`config.mk`:
```
export PLATFORM = sky130hd
export DESIGN_NAME = ym_bus_write_queue
export DESIGN_NICKNAME = d
export VERILOG_FILES = /design/src/rtl/ym_bus_write_queue.sv
export SDC_FILE = /design/constraint.sdc
export NUM_CORES = 1
export LEC_CHECK = 0
export CORE_UTILIZATION = 55
export DETAILED_ROUTE_END_ITERATION = 8
export GPL_TIMING_DRIVEN = 1
export HOLD_SLACK_MARGIN = 0.1
export PLACE_DENSITY = 0.74
export SYNTH_ARGS = -nofsm -noshare
export SYNTH_HDL_FRONTEND = slang
export SYNTH_SLANG_ARGS = --single-unit
```
`constraint.sdc`:
```
create_clock -name hsclk -period 4.6 [get_ports hsclk]
set_input_delay 0.69 -clock hsclk [delete_from_list [all_inputs] [get_ports hsclk]]
set_output_delay 0.69 -clock hsclk [all_outputs]
set_load 0.02 [all_outputs]
```
`src/rtl/ym_bus_write_queue.sv`:
```
// ym_bus_write_queue: takes asynchronous host bus writes, queues them in a
// FIFO and replays each one to the core with a setup cycle, a fixed-length
// strobe and a minimum gap between strobes.
// Optional build macro YM_BUS_GLITCH_FILTER_EN: host writes must stay active
// for two consecutive synchronised cycles before they count.
module ym_bus_write_queue #(
  parameter int FIFO_DEPTH  = 8,
  parameter int HOLD_CYCLES = 8,
  parameter int GAP_CYCLES  = 64
) (
  input  logic                          hsclk,
  input  logic                          rst_n,
  input  logic                          cs_n,
  input  logic                          wr_n,
  input  logic                          a0,
  input  logic [7:0]                    din,
  input  logic                          core_busy,
  input  logic                          clr_ovf,
  output logic                          core_wr_n,
  output logic                          core_a0,
  output logic [7:0]                    core_din,
  output logic                          busy,
  output logic                          overflow,
  output logic [$clog2(FIFO_DEPTH):0]   level
);

  localparam int AW = $clog2(FIFO_DEPTH);
  localparam int CW = 10;
  localparam logic [CW-1:0] HOLD_LAST = CW'(HOLD_CYCLES - 1);
  localparam logic [CW-1:0] GAP_LAST  = CW'((GAP_CYCLES > 0) ? GAP_CYCLES - 1 : 0);
  localparam bit            GAP_SKIP  = (GAP_CYCLES == 0);
  localparam logic [AW:0]   FULL_LVL  = FIFO_DEPTH[AW:0];

  typedef enum logic [1:0] {IDLE, SETUP, STROBE, GAP} state_t;

  logic          cs_n_p0, cs_n_p1, wr_n_p0, wr_n_p1;
  logic          vld_p0, vld_p1;
  logic          host_raw, host_wr, armed, hw, hw_p2;
  logic [8:0]    cap_p2;
  logic          push, pop, full, push_ok, drop;
  logic [8:0]    mem [FIFO_DEPTH];
  logic [AW-1:0] wr_ptr, rd_ptr;
  state_t        state_q, state_d;
  logic [CW-1:0] cnt_q;
  logic          gap_done;

  // Stage p0/p1: two-flop synchronisers; vld marks when p1 holds a real sample
  always_ff @(posedge hsclk or negedge rst_n) begin
    if (!rst_n) begin
      cs_n_p0 <= 1'b1;
      cs_n_p1 <= 1'b1;
      wr_n_p0 <= 1'b1;
      wr_n_p1 <= 1'b1;
      vld_p0  <= 1'b0;
      vld_p1  <= 1'b0;
    end else begin
      cs_n_p0 <= cs_n;
      cs_n_p1 <= cs_n_p0;
      wr_n_p0 <= wr_n;
      wr_n_p1 <= wr_n_p0;
      vld_p0  <= 1'b1;
      vld_p1  <= vld_p0;
    end
  end

  assign host_raw = ~(cs_n_p1 | wr_n_p1);

`ifdef YM_BUS_GLITCH_FILTER_EN
  logic raw_p2;

  // Remember the previous synchronised sample so single-cycle pulses are rejected
  always_ff @(posedge hsclk or negedge rst_n) begin
    if (!rst_n) raw_p2 <= 1'b0;
    else        raw_p2 <= host_raw;
  end

  assign host_wr = host_raw & raw_p2;
`else
  assign host_wr = host_raw;
`endif

  // Arm only after a genuine idle sample so a write spanning reset release is ignored
  always_ff @(posedge hsclk or negedge rst_n) begin
    if (!rst_n)                armed <= 1'b0;
    else if (vld_p1 && !host_raw) armed <= 1'b1;
  end

  assign hw = host_wr & armed;

  // Stage p2: previous write-active state, used to find the end of a write
  always_ff @(posedge hsclk or negedge rst_n) begin
    if (!rst_n) hw_p2 <= 1'b0;
    else        hw_p2 <= hw;
  end

  // Stage p2: keep sampling address/data for as long as the write is active
  always_ff @(posedge hsclk) begin
    if (hw) cap_p2 <= {a0, din};
  end

  assign push    = hw_p2 & ~hw;
  assign full    = (level == FULL_LVL);
  assign push_ok = push & (~full | pop);
  assign drop    = push & full & ~pop;
  assign gap_done = GAP_SKIP || (cnt_q == GAP_LAST);

  // FIFO storage; a pop in the same cycle frees the slot that is rewritten
  always_ff @(posedge hsclk) begin
    if (push_ok) mem[wr_ptr] <= cap_p2;
  end

  // FIFO pointers and occupancy; power-of-two depth lets the pointers wrap naturally
  always_ff @(posedge hsclk or negedge rst_n) begin
    if (!rst_n) begin
      wr_ptr <= '0;
      rd_ptr <= '0;
      level  <= '0;
    end else begin
      if (push_ok) wr_ptr <= wr_ptr + 1'b1;
      if (pop)     rd_ptr <= rd_ptr + 1'b1;
      case ({push_ok, pop})
        2'b10:   level <= level + 1'b1;
        2'b01:   level <= level - 1'b1;
        default: level <= level;
      endcase
    end
  end

  // Sticky overflow; a new drop outranks a clear in the same cycle
  always_ff @(posedge hsclk or negedge rst_n) begin
    if (!rst_n)       overflow <= 1'b0;
    else if (drop)    overflow <= 1'b1;
    else if (clr_ovf) overflow <= 1'b0;
  end

  // Output sequencer state register
  always_ff @(posedge hsclk or negedge rst_n) begin
    if (!rst_n) state_q <= IDLE;
    else        state_q <= state_d;
  end

  // Next-state logic; pop happens on the IDLE->SETUP transition
  always_comb begin
    state_d = state_q;
    pop     = 1'b0;
    case (state_q)
      IDLE: begin
        if ((level != '0) && !core_busy) begin
          pop     = 1'b1;
          state_d = SETUP;
        end
      end
      SETUP:   state_d = STROBE;
      STROBE:  if (cnt_q == HOLD_LAST) state_d = GAP;
      GAP:     if (gap_done && !core_busy) state_d = IDLE;
      default: state_d = IDLE;
    endcase
  end

  // Cycle counter for strobe length and gap; restarts on every state change
  always_ff @(posedge hsclk or negedge rst_n) begin
    if (!rst_n)                    cnt_q <= '0;
    else if (state_d != state_q)   cnt_q <= '0;
    else if ((state_q == STROBE) || ((state_q == GAP) && !gap_done))
                                   cnt_q <= cnt_q + 1'b1;
  end

  // Core-side outputs: strobe follows the STROBE state, data holds the last pop
  always_ff @(posedge hsclk or negedge rst_n) begin
    if (!rst_n) begin
      core_wr_n <= 1'b1;
      core_a0   <= 1'b0;
      core_din  <= '0;
    end else begin
      core_wr_n <= (state_d != STROBE);
      if (pop) {core_a0, core_din} <= mem[rd_ptr];
    end
  end

  // Registered busy summary for the host
  always_ff @(posedge hsclk or negedge rst_n) begin
    if (!rst_n) busy <= 1'b0;
    else        busy <= (level != '0) | (state_q != IDLE) | core_busy;
  end

endmodule

```
## Word level (Yosys, flattened, before mapping)

Memory sizes are Yosys's and may differ from the RTL's. A register that Yosys moved wholly into a read port is not among the register bits.
Cells that the tools add are included.

| word-level totals | value |
|---|---|
| bits of input ports | 15 |
| memory bits (read-only) | 0 |
| word-level logic and storage cells | 73 |
| register bits | 42 |
| memories kept | 1 |
| memory bits (writable) | 72 |
| latch bits | 0 |

Memories:

| memory | depth | bits a word | read ports | clocked after Yosys merged registers in | write ports | RTL line | source |
|---|---|---|---|---|---|---|---|
| mem | 8 | 9 | 1 | 1 | 1 | 41 | `logic [8:0] mem [FIFO_DEPTH];` |

| cells by class | value |
|---|---|
| div/mod/pow operators | 0 |
| reductions and logical operators | 14 |
| bitwise logic cells | 13 |
| shift operators | 0 |
| muxes and demuxes | 13 |
| eq/ne operators | 10 |
| magnitude comparators | 0 |
| $add $sub $neg | 5 |
| multiply operators | 0 |

Operators by type and width:

| operator | number |
|---|---|
| 10-bit 2-to-1 mux | 2 |
| 10-bit by 1-bit adder with 10-bit output, second input constant | 1 |
| 10-bit by 3-bit == test with 1-bit output, second input constant | 1 |
| 10-bit by 6-bit == test with 1-bit output, second input constant | 1 |
| 2-bit case mux with 4 select lines | 1 |
| 4-bit case mux with 2 select lines | 1 |
| 2-bit nonzero test | 4 |
| 3-bit by 1-bit adder with 3-bit output, second input constant | 2 |
| 2-bit == test, second input constant | 3 |
| 1-bit 2-to-1 mux | 6 |
| 2-bit 2-to-1 mux | 3 |
| 1-bit AND | 5 |
| 4-bit by 1-bit adder with 4-bit output, second input constant | 1 |
| 2-bit by 1-bit == test with 1-bit output, second input constant | 2 |
| 4-bit == test, second input constant | 1 |
| 1-bit logical AND | 4 |
| 1-bit NOT | 4 |
| 1-bit OR | 4 |
| 4-bit nonzero test | 1 |
| 4-bit by 1-bit subtractor with 4-bit output, second input constant | 1 |
| 1-bit zero test | 3 |
| 2-bit zero test | 1 |
| 2-bit inequality test | 1 |
| 2-bit inequality test, second input constant | 1 |
| 1-bit logical OR | 1 |

## Logic depth before layout (Yosys ltp)

Gate-level depths: netlist of the first run.

| depth | value |
|---|---|
| word-level depth | 8 |
| depth in mapped cells | 12 |

## Worst setup path before layout of the first run

No wires, ideal clock.

| timing path | value |
|---|---|
| path kind | input to register |
| start point | input port core_busy |
| end point | register level[3] |
| stages on the path | 11 |
| setup slack | 1,842 ps |
| arrival | 2,632 ps |
| cell sequence | or3_1 -> nor2_2 -> buf_2 -> nand2_1 -> inv_1 -> ha_1 -> a21o_1 -> a21oi_1 -> or3_1 -> a21oi_1 -> a311o_1 |

| on the way | value |
|---|---|
| longest elaborated chain between the ends | 8 |
| elaborated cells on any way between the ends | 10 |

Ends and longest elaborated chain:

| element | RTL line | source |
|---|---|---|
| from (decl) | 17 | `input logic core_busy,` |
| 1-bit zero test (*) | 148 | `if ((level != '0) && !core_busy) begin` |
| 1-bit logical AND (*) | 148 |  |
| 1-bit 2-to-1 mux (*) | 148 |  |
| 1-bit 2-to-1 mux (*) | 146 | `case (state_q)` |
| 1-bit OR | 103 | `assign push_ok = push & (~full \| pop);` |
| 1-bit AND | 103 |  |
| 2-bit by 1-bit == test with 1-bit output or 2-bit == test (tied branches) | 121 | `case ({push_ok, pop})` |
| 4-bit case mux with 2 select lines or 2-bit nonzero test (tied branches) | -- |  |
| to (signal assigned) | 122 | `2'b10: level <= level + 1'b1;` |
| to (signal assigned) | 123 | `2'b01: level <= level - 1'b1;` |
| to (signal assigned) | 124 | `default: level <= level;` |
| to (decl) | 24 | `output logic [$clog2(FIFO_DEPTH):0] level` |

Mark *: on every way between the ends. The rest lies on a longest branch, timed or not.
A chain may end at the register's enable or synchronous reset.

## Worst setup path after layout of the first run

| timing path | value |
|---|---|
| start point | register wr_n_p1 |
| end point | register level[3] |

| on the way | value |
|---|---|
| longest elaborated chain between the ends | 8 |
| elaborated cells on any way between the ends | 10 |

Ends and longest elaborated chain:

| element | RTL line | source |
|---|---|---|
| from (decl) | 36 | `logic cs_n_p0, cs_n_p1, wr_n_p0, wr_n_p1;` |
| from (signal assigned) | 60 | `wr_n_p1 <= wr_n_p0;` |
| 1-bit OR (*) | 66 | `assign host_raw = ~(cs_n_p1 \| wr_n_p1);` |
| 1-bit NOT (*) | 66 |  |
| 1-bit AND (*) | 88 | `assign hw = host_wr & armed;` |
| via hw | 38 | `logic host_raw, host_wr, armed, hw, hw_p2;` |
| 1-bit NOT (*) | 101 | `assign push = hw_p2 & ~hw;` |
| 1-bit AND (*) | 101 |  |
| 1-bit AND (*) | 103 |  |
| 2-bit by 1-bit == test with 1-bit output or 2-bit == test (tied branches) | 121 |  |
| 4-bit case mux with 2 select lines or 2-bit nonzero test (tied branches) | -- |  |

Mark *: on every way through the listed nets, which the timed path passes. The rest lies on a longest branch.

==> run summary, run 1 <==
Setup crit end: level[3]
GR Overflow Total: 0
Buffers and inverters on the worst path: 1
CTS Buffer Depth: 2
Post-CTS Hold Buffers: 0
Placed inst area: 0.00528 sq mm
Total Routing Usage GR: 20.7%
Area delta synth->final: 19.7%
Max Cap Viol: 0
Clock transition at path regs: 0.06 ns
Startpoint Class: flip-flop
DRT Pass-1 Iters: 4
CTS root buffer: clkbuf_8
Multi-input logic area: 0.00131 sq mm
Tmin final: 3.20 ns
Top Ports: 31
ANT nets after route: 0
Cell taking the most area after synthesis: edfxtp_1
RR Endpoint: level[3]
Cell repeated most along the worst path: a21oi_1
Mux cell area share after synthesis: 11.3%
CTS tree: yes
Die height: 96.2 microns
Fmax: 0.313 GHz
Dpl hpwl: 5170 microns
Sequential fraction of the synthesis area: 71.5%
Pin count of the biggest net entering global routing: 43
Drt drc: 0
Worst vdd ir: 0.326 mV
Global-route wire length before repair: 13,000 microns
Synth Warn #: 0
WP depth: 10
FILL cells: 560
DR WL/cell: 17.9 microns
Final Max Slew Viols: 0
Setup Buffers After CTS: 0
Slowest CP cell: nor3b_2
Synthesized area per cell: 16.7 sq um
XOR/XNOR Fraction of Synth Area: 2.33%
Seq cells post-synth: 123
Post-Synthesis Cells: 292
Global placement routability congestion: 0.767
Max_slew headroom: 39.3%
Worst EP arrival: 3.59 ns
Total number of vias: 2,548
Delay-heaviest family, CP: simple AND/OR/NAND/NOR gates
Most frequent cell after synthesis: edfxtp_1
Clock Skews: 0.00684 ns
Unrepaired setup endpoints after global routing: false
Number of synthesized flops with an enable pin: 81
Core area: 0.00838 sq mm
Post-synthesis cell type count: 46
Reg-to-Reg Start: wr_n_p1
Netlist Area Pre-Place: 0.00488 sq mm
Diode count: 0
Period utilization: 69.5%
Dominant synthesized flop cell: edfxtp_1
FFs w/ async S/R, synth: 34.1%
Critical path, cell by cell: nor3b_2 -> nand2b_1 -> nand2_1 -> inv_1 -> ha_1 -> a21o_1 -> a21oi_1 -> or3_1 -> a21oi_1 -> a311o_1
Synth Area in Compound Gates: 3.49%
Synth Area in Simple Gates: 7.93%
Flop2flop setup slack: 1.40 ns
Initial antenna violation count: 0
Starting Density: 58.2%
Row Count: 33
CP required: 4.99 ns
Total power: 3.21 mW
Post-synth top area share: 49.9%
Final hold violation count: 0
Status: finished, final reports clean
Worst slew pin tran: 0.907 ns
Most instantiated cells after synthesis: 81 x edfxtp_1, 37 x dfrtp_1, 22 x nor2_1
Clk sink count: 123
CTS Buf Count: 17
Post-cts sizing count: 0
Worst-path fanout max: 11
Worst r2r path cells: 10
Hold WC Path Type: in -> async
Endpoints failing setup: 0
Crit path from: wr_n_p1
Synth Area in Adders: 1.69%
Die ar.: 0.00925 sq mm
Worst setup EP type: flip-flop
Htree depth: 4
CP max stage delay: 0.74 ns
Critical path class: reg -> reg
1st-iter DRT viols: 216
I/O Buffers: 30
Final setup TNS: 0 ns
Largest family of logic cells by synthesized area: multiplexers
Smallest hold slack: 0.306 ns
Synthesized net count: 313
Cell Pwr Density: 550 mW/mm^2
Share of post-route cells with drive strength above 1: 20.1%
FF+latch area: 0.00349 sq mm
Top cells by area, synth: edfxtp_1 50%, dfrtp_1 19%, mux4_2 8.3%
Leak Pwr: 2.10 nW
Final #Nets: 356
Post-route design area: 0.00584 sq mm
Die width: 96.2 microns
Vias in the first global route: 2,396
Final wirelength: 8120 microns
Clock latency at the later pin of the worst-skew pair: 0.51 ns
Vias/cell: 5.62
## registers in the layout, indices dropped and copies added, names as in the netlist, 2 cells and up
| register | flops |
|---|---|
| core_din | 8 |
| state_q | 2 |
| wr_ptr | 3 |
| cnt_q | 10 |
| level | 4 |
| mem | 72 |
| rd_ptr | 3 |
| cap_p2 | 9 |
## worst min path at each step
stage / start / to / slack [ns]
floorplan: vld_p0 / vld_p1 / 0.33
global placement: vld_p0 / vld_p1 / 0.33
detailed placement: wr_n_p0 / wr_n_p1 / 0.35
CTS: rst_n / core_din[0] / 0.32
global route: vld_p0 / vld_p1 / 0.37
finish: rst_n / level[1] / 0.31
## logic make-up (layout without fill, tap and decap cells)
logic type | Yosys count | after routing
DFF | 123 | 123
and+or+nand+nor | 74 | 74
muxes | 32 | 32
AOI/OAI and AO/OA | 26 | 26
buffers and inverters | 17 | 73
xor gates and xnor gates | 13 | 13
adders and majority gates | 6 | 6
other | 1 | 1
## area by class of cell
| cell class | instances | area share (%) |
|---|---|---|
| repair buffers | 34 | 5.57 |
| multi-input cells | 152 | 22.4 |
| flip-flops and latches | 123 | 59.8 |
| well taps | 105 | 2.25 |
| clock inverters | 14 | 2.36 |
| clock buffers | 18 | 7.16 |
| inverters | 7 | 0.450 |
## per-stage QoR
stage / instances / setup slack [ns] / util, %
3_3_place_gp: 421 / 1.46 / 63.0
6_report: 453 / 1.40 / 69.7
5_1_grt: 453 / 1.01 / 69.7
2_1_floorplan: 292 / 1.84 / -
4_1_cts: 453 / 1.41 / 69.7
3_5_place_dp: 421 / 1.39 / 63.0
## power breakdown
group          internal [mW]  switching (mW)  total [mW]
clock network          0.725           0.496        1.22
logic                  0.289           0.275       0.564
registers               1.31           0.116        1.43
total                   2.32           0.887        3.21
## layout by cell type (no fill, tap or decap), types with 3 or more instances in the layout
master           instances
inv_6                    5
nand2b_1                 5
inv_1                    7
nand4_1                  5
a21oi_1                 14
dfrtp_1                 37
dfstp_2                  5
clkinv_4                 3
edfxtp_1                81
o21ai_0                  3
xor2_1                   7
nand2_1                 16
mux2i_1                 11
nor3_1                   5
nor2_1                  22
clkinvlp_4               5
clkdlybuf4s50_1         29
nand3_1                  5
clkbuf_16               16
xnor2_1                  6
mux4_2                  18
ha_1                     5
buf_4                    4
## per-layer routing
layer / global-route usage (%) / routed length [microns] / vias up
li1: - / - / 1194
met1: 29.7 / 3890 / 1267
met2: 28.6 / 3690 / 78
met3: 7.03 / 446 / 9
met4: 9.33 / 104 / 0
met5: 0 / 0 / -
Power figures use the tool's default switching activity.
==> run 2, diff against run 1 <==
clock period = 2.95 ns   (was 4.6 ns; I/O delays follow)
==> run 2 against run 1 <==
Net effect: total power increased by 58%; utilization increased by 1.0 points; combinational power increased by 59%; largest power group unchanged.
==> run summary, run 2 (same netlist as run 1, synthesis figures left out) <==
GR Overflow Total: 0
Hold WC Path Type: in -> async
Max_slew headroom: 38.0%
Vias in the first global route: 2,559
Worst vdd ir: 0.467 mV
FILL cells: 556
Most flop-heavy register: mem
FF+latch area: 0.00349 sq mm
Clock Skews: 0.00894 ns
Clock latency at the later pin of the worst-skew pair: 0.51 ns
Setup Buffers After CTS: 0
Finished Core Util: 70.7%
I/O Buffers: 30
Max reg flops: 72
Sw Pwr: 1.36 mW
Period utilization: 82.8%
1st-iter DRT viols: 241
Global placement routability congestion: 0.730
Die width: 96.2 microns
Slowest CP cell: dfrtp_1
Multi-input logic area: 0.00131 sq mm
Sequential power share: 43.9%
Htree depth: 4
Final hold violation count: 0
Worst-path fanout max: 6
CP required: 3.34 ns
Cell Pwr Density: 855 mW/mm^2
Startpoint Class: flip-flop
Share of post-route cells with drive strength above 1: 22.3%
Endpoints failing setup: 0
Final setup TNS: 0 ns
Worst slew pin tran: 0.930 ns
Final wirelength: 8270 microns
Smallest hold slack: 0.0776 ns
Commonest non-fill, non-tap cells in the layout: 81 x edfxtp_1, 37 x dfrtp_1, 29 x clkdlybuf4s50_1
CTS Buffer Depth: 2
Proportion of power drawn by combinational gates: 17.7%
Worst EP arrival: 2.83 ns
Final Max Slew Viols: 0
Die ar.: 0.00925 sq mm
ANT nets after route: 0
Post-cts sizing count: 0
Cell repeated most along the worst path: a21oi_1
Drt drc: 0
DR WL/cell: 17.9 microns
Total number of vias: 2,549
Leak Pwr: 2.17 nW
Dpl hpwl: 5110 microns
Switching part of the total: 26.8%
CTS tree: yes
Starting Density: 58.2%
Clk pwr share: 38.5%
Internal: 3.71 mW
Initial antenna violation count: 0
Max Cap Viol: 0
Core area: 0.00838 sq mm
Status: finished, final reports clean
Total power: 5.06 mW
Clock transition at path regs: 0.06 ns
Top Ports: 31
Final #Nets: 366
Diode count: 0
Critical path class: reg -> reg
DRT Pass-1 Iters: 4
Fmax: 0.409 GHz
Unrepaired setup endpoints after global routing: false
CP max stage delay: 0.45 ns
Post-CTS Hold Buffers: 0
Tmin final: 2.44 ns
Largest registers: mem x72, cnt_q x10, cap_p2 x9
Pin count of the biggest net entering global routing: 43
Clk sink count: 123
Worst setup EP type: flip-flop
Critical path, cell by cell: nor4_1 -> nor2_2 -> nand2_1 -> inv_1 -> ha_1 -> a21o_1 -> a21oi_1 -> or3_1 -> a21oi_1 -> a311o_1
Row Count: 33
Commonest non-fill, non-tap cell in the layout: edfxtp_1
Area delta synth->final: 21.4%
Die height: 96.2 microns
Global-route wire length before repair: 13,400 microns
CTS root buffer: clkbuf_8
CTS Buf Count: 17
Total Routing Usage GR: 21.1%
Vias/cell: 5.51
run 2: worst max-delay path, delay by kind of cell (launching register included):
kind / cells / cell delay (ns)
and+or+nand+nor: 4 / 0.80
AOI/OAI and AO/OA: 4 / 0.75
DFF: 1 / 0.45
adders and majority gates: 1 / 0.26
buffers and inverters: 1 / 0.07
run 2: path summary, 6_finish.rpt:
check                               from        end  slack [ns]  depth (start not counted)
worst max register to register  level[0]   level[3]        0.51                         10
worst max-delay path            level[0]   level[3]        0.51                         10
worst min-delay path               rst_n  rd_ptr[0]        0.08                          1
worst min register to register    vld_p0     vld_p1        0.35                          0
max in group asynchronous          rst_n      armed        2.30                          1
min in group hsclk                  cs_n    cs_n_p0        0.34                          1
run 2: routing by layer:
metal | wire length, microns | vias up | part of all wire [%] | global-route usage, %
li1 | - | 1213 | - | -
met1 | 3840 | 1245 | 46 | 29.3
met2 | 3850 | 89 | 47 | 30.5
met3 | 556 | 2 | 6.7 | 6.64
met4 | 24 | 0 | 0.29 | 10.1
met5 | 0 | - | 0 | 0
run 2: metrics by stage:
| stage | area, sq um | setup WS [ns] | cells |
|---|---|---|---|
| after floorplan | 4880 | 0.337 | 292 |
| after global placement | 5360 | 0.182 | 431 |
| after detailed placement | 5360 | 0.116 | 431 |
| after CTS | 5920 | 0.499 | 463 |
| after global routing | 5920 | 0.282 | 463 |
| final | 5920 | 0.507 | 463 |
run 2: power groups by stage:
stage / sequential [mW] / clock, mW / combinational (mW)
final: 2.22 / 1.95 / 0.894
after global routing: 2.25 / 2.07 / 0.982
after CTS: 2.22 / 1.98 / 0.909
after detailed placement: 2.25 / 0 / 0.897
after global placement: 2.24 / 0 / 0.875
after floorplan: 2.26 / 0 / 0.569
run 2: final cells by class:
cell class | instances | share of cell area (%)
flip-flops and latches | 123 | 58.9
clock buffers | 18 | 7.05
inverters | 7 | 0.444
clock inverters | 14 | 2.51
well taps | 105 | 2.22
multi-input cells | 152 | 22.1
repair buffers | 44 | 6.76
==> run 3, diff against run 2 <==
CORE_UTILIZATION = 53   (was 55)
clock period = 2.03 ns   (was 2.95 ns; I/O delays follow)
==> run 3 against run 2 <==
Net effect: via count rose by 6.3%; critical endpoint unchanged; critical path type unchanged; sequential power rose by 45%; fmax rose by 6.6%; clock skew fell by 0.0039 ns; critical path depth did not move; sequential share of layout area fell by 5.2 points; total power rose by 60%; the run now ends with DRC, setup timing left; count of clock-buffer cells in the layout did not move; global-route usage fell by 0.23 points; register-to-register slack got worse by 0.77 ns; die area rose by 3.7%.
==> run summary, run 3 (same netlist as run 1, synthesis figures left out) <==
Status: finished with violations
Failing checks: DRC, setup timing
Top Ports: 31
Period utilization: 113%
Final Max Slew Viols: 0
Proportion of power drawn by combinational gates: 22.5%
Dpl hpwl: 5490 microns
I/O Buffers: 30
Starting Density: 55.4%
Reg-to-Reg Start: level[2]
Met1 Track Usage GR: 26.7%
Total power: 8.11 mW
Clock Skews: 0.00500 ns
Cell Pwr Density: 1250 mW/mm^2
DR WL/cell: 18.1 microns
Global placement routability congestion: 0.809
Met3 Use GR: 6.59%
Commonest non-fill, non-tap cell in the layout: edfxtp_1
Worst setup EP type: flip-flop
1st-iter DRT viols: 106
Final wirelength: 8980 microns
Total Routing Usage GR: 20.9%
Htree depth: 4
Core area: 0.00881 sq mm
Worst vdd ir: 0.671 mV
Fmax: 0.436 GHz
RR Endpoint: level[3]
Endpoints failing setup: 75
Switching part of the total: 26.9%
Global-route wire length before repair: 14,600 microns
Vias/cell: 5.45
Finished Core Util: 73.8%
Initial antenna violation count: 0
CP max stage delay: 0.42 ns
Sw Pwr: 2.18 mW
Die width: 97.9 microns
Startpoint Class: flip-flop
Die height: 97.9 microns
Flop2flop setup slack: -0.26 ns
CTS Buf Count: 17
Worst hold path endpoint: cs_n_p0
Commonest non-fill, non-tap cells in the layout: 81 x edfxtp_1, 34 x dfrtp_1, 28 x clkdlybuf4s50_1
Die ar.: 0.00959 sq mm
Clk pwr share: 37.9%
CTS Buffer Depth: 2
Max reg flops: 72
CP required: 2.48 ns
Final worst slack: -0.261 ns
FILL cells: 524
Internal: 5.93 mW
Final #Nets: 397
FF+latch area: 0.00349 sq mm
Drt drc: 1
ANT nets after route: 0
Total number of vias: 2,710
Worst-path fanout max: 4
Vias in the first global route: 2,853
Row Count: 34
Worst EP arrival: 2.74 ns
Multi-input logic area: 0.00149 sq mm
Max_slew headroom: 58.0%
Area delta synth->final: 33.3%
Clk sink count: 123
Unrepaired setup endpoints after global routing: true
Critical path class: reg -> reg
Clock latency at the later pin of the worst-skew pair: 0.51 ns
GR Overflow Total: 0
Met2 Use GR: 33.3%
Diode count: 0
Most flop-heavy register: mem
CTS root buffer: clkbuf_8
Busiest grt layer: met2
CTS tree: yes
Final setup TNS: -12.27 ns
Smallest hold slack: 0.197 ns
DRT Pass-1 Iters: 6
Max Cap Viol: 0
Final hold violation count: 0
Worst Hold Depth: 1
Pre-CTS setup slack: -0.518 ns
Pin count of the biggest net entering global routing: 43
Leak Pwr: 2.42 nW
Critical path, cell by cell: nor4_4 -> nor2_4 -> nand2_4 -> inv_2 -> ha_4 -> a21o_1 -> a21oi_4 -> or3_4 -> a21oi_1 -> a311o_1
Share of post-route cells with drive strength above 1: 34.4%
Worst slew pin tran: 0.629 ns
Clock transition at path regs: 0.06 ns
Largest registers: mem x72, cnt_q x10, cap_p2 x9
Sequential power share: 39.6%
Worst r2r path cells: 10
Slowest CP cell: dfrtp_2
Hold WC Path Type: in -> reg
Worst hold start: cs_n
Tmin final: 2.29 ns
[run 3: cell types whose count changed in the layout (fill, tap and decap cells not counted), moves of 3 or more]
cell,delta
dfrtp_1,-3
buf_6,+20
clkinv_4,+3
nor2_4,+7
buf_4,+8
nor2_1,-6
dfrtp_2,+3
[run 3: layout make-up]
| cell class | instances | area share [%] |
|---|---|---|
| Clock buffer | 18 | 6.43 |
| Clock inverter | 14 | 3.04 |
| Inverter | 7 | 0.404 |
| Multi-Input combinational cell | 152 | 23.0 |
| Sequential cell | 123 | 53.7 |
| Tap cell | 108 | 2.08 |
| Timing Repair Buffer | 75 | 11.4 |
[run 3: worst max-delay path: cells and delay by family (launching register included)]
family / cells / cell delay (ns)
compound gates: 4 / 0.58
fa+ha+maj: 1 / 0.26
buf+inv: 1 / 0.06
flops: 1 / 0.42
simple gates: 4 / 0.91
[run 3: stage by stage]
step,instances,cell area (sq um)
after detailed placement,459,5690
after floorplan,292,5020
after global placement,459,5690
after CTS,494,6400
after global routing,497,6500
final,497,6500
[run 3: worst max-delay path by stage]
stage / from / to / depth (start not counted)
6_report: level[2] / level[3] / 10
5_1_grt: level[2] / level[3] / 10
4_1_cts: level[1] / level[3] / 9
3_5_place_dp: core_busy / level[3] / 11
3_3_place_gp: core_busy / level[3] / 11
2_1_floorplan: level[2] / level[3] / 10
[run 3: layer usage]
metal | vias up | routed length [microns]
met5 | - | 0
met4 | 0 | 108
met3 | 11 | 426
met2 | 57 | 4600
met1 | 1363 | 3850
li1 | 1279 | -
[run 3: power by group through the flow]
stage                     logic (mW)  clock network [mW]  registers (mW)
final                           1.83                3.07            3.21
after global routing            1.97                3.23            3.25
after CTS                       1.74                3.12            3.20
after detailed placement        1.66                   0            3.25
after global placement          1.62                   0            3.23
after floorplan                0.916                   0            3.35
[run 3: timing repair]
action,4_1_cts,5_1_grt
buffers inserted,2,3
setup endpoints to repair,75,77
hold buffers,1,0
hold endpoints to repair,37,0
gates resized for setup,15,19
pin swaps,2,8
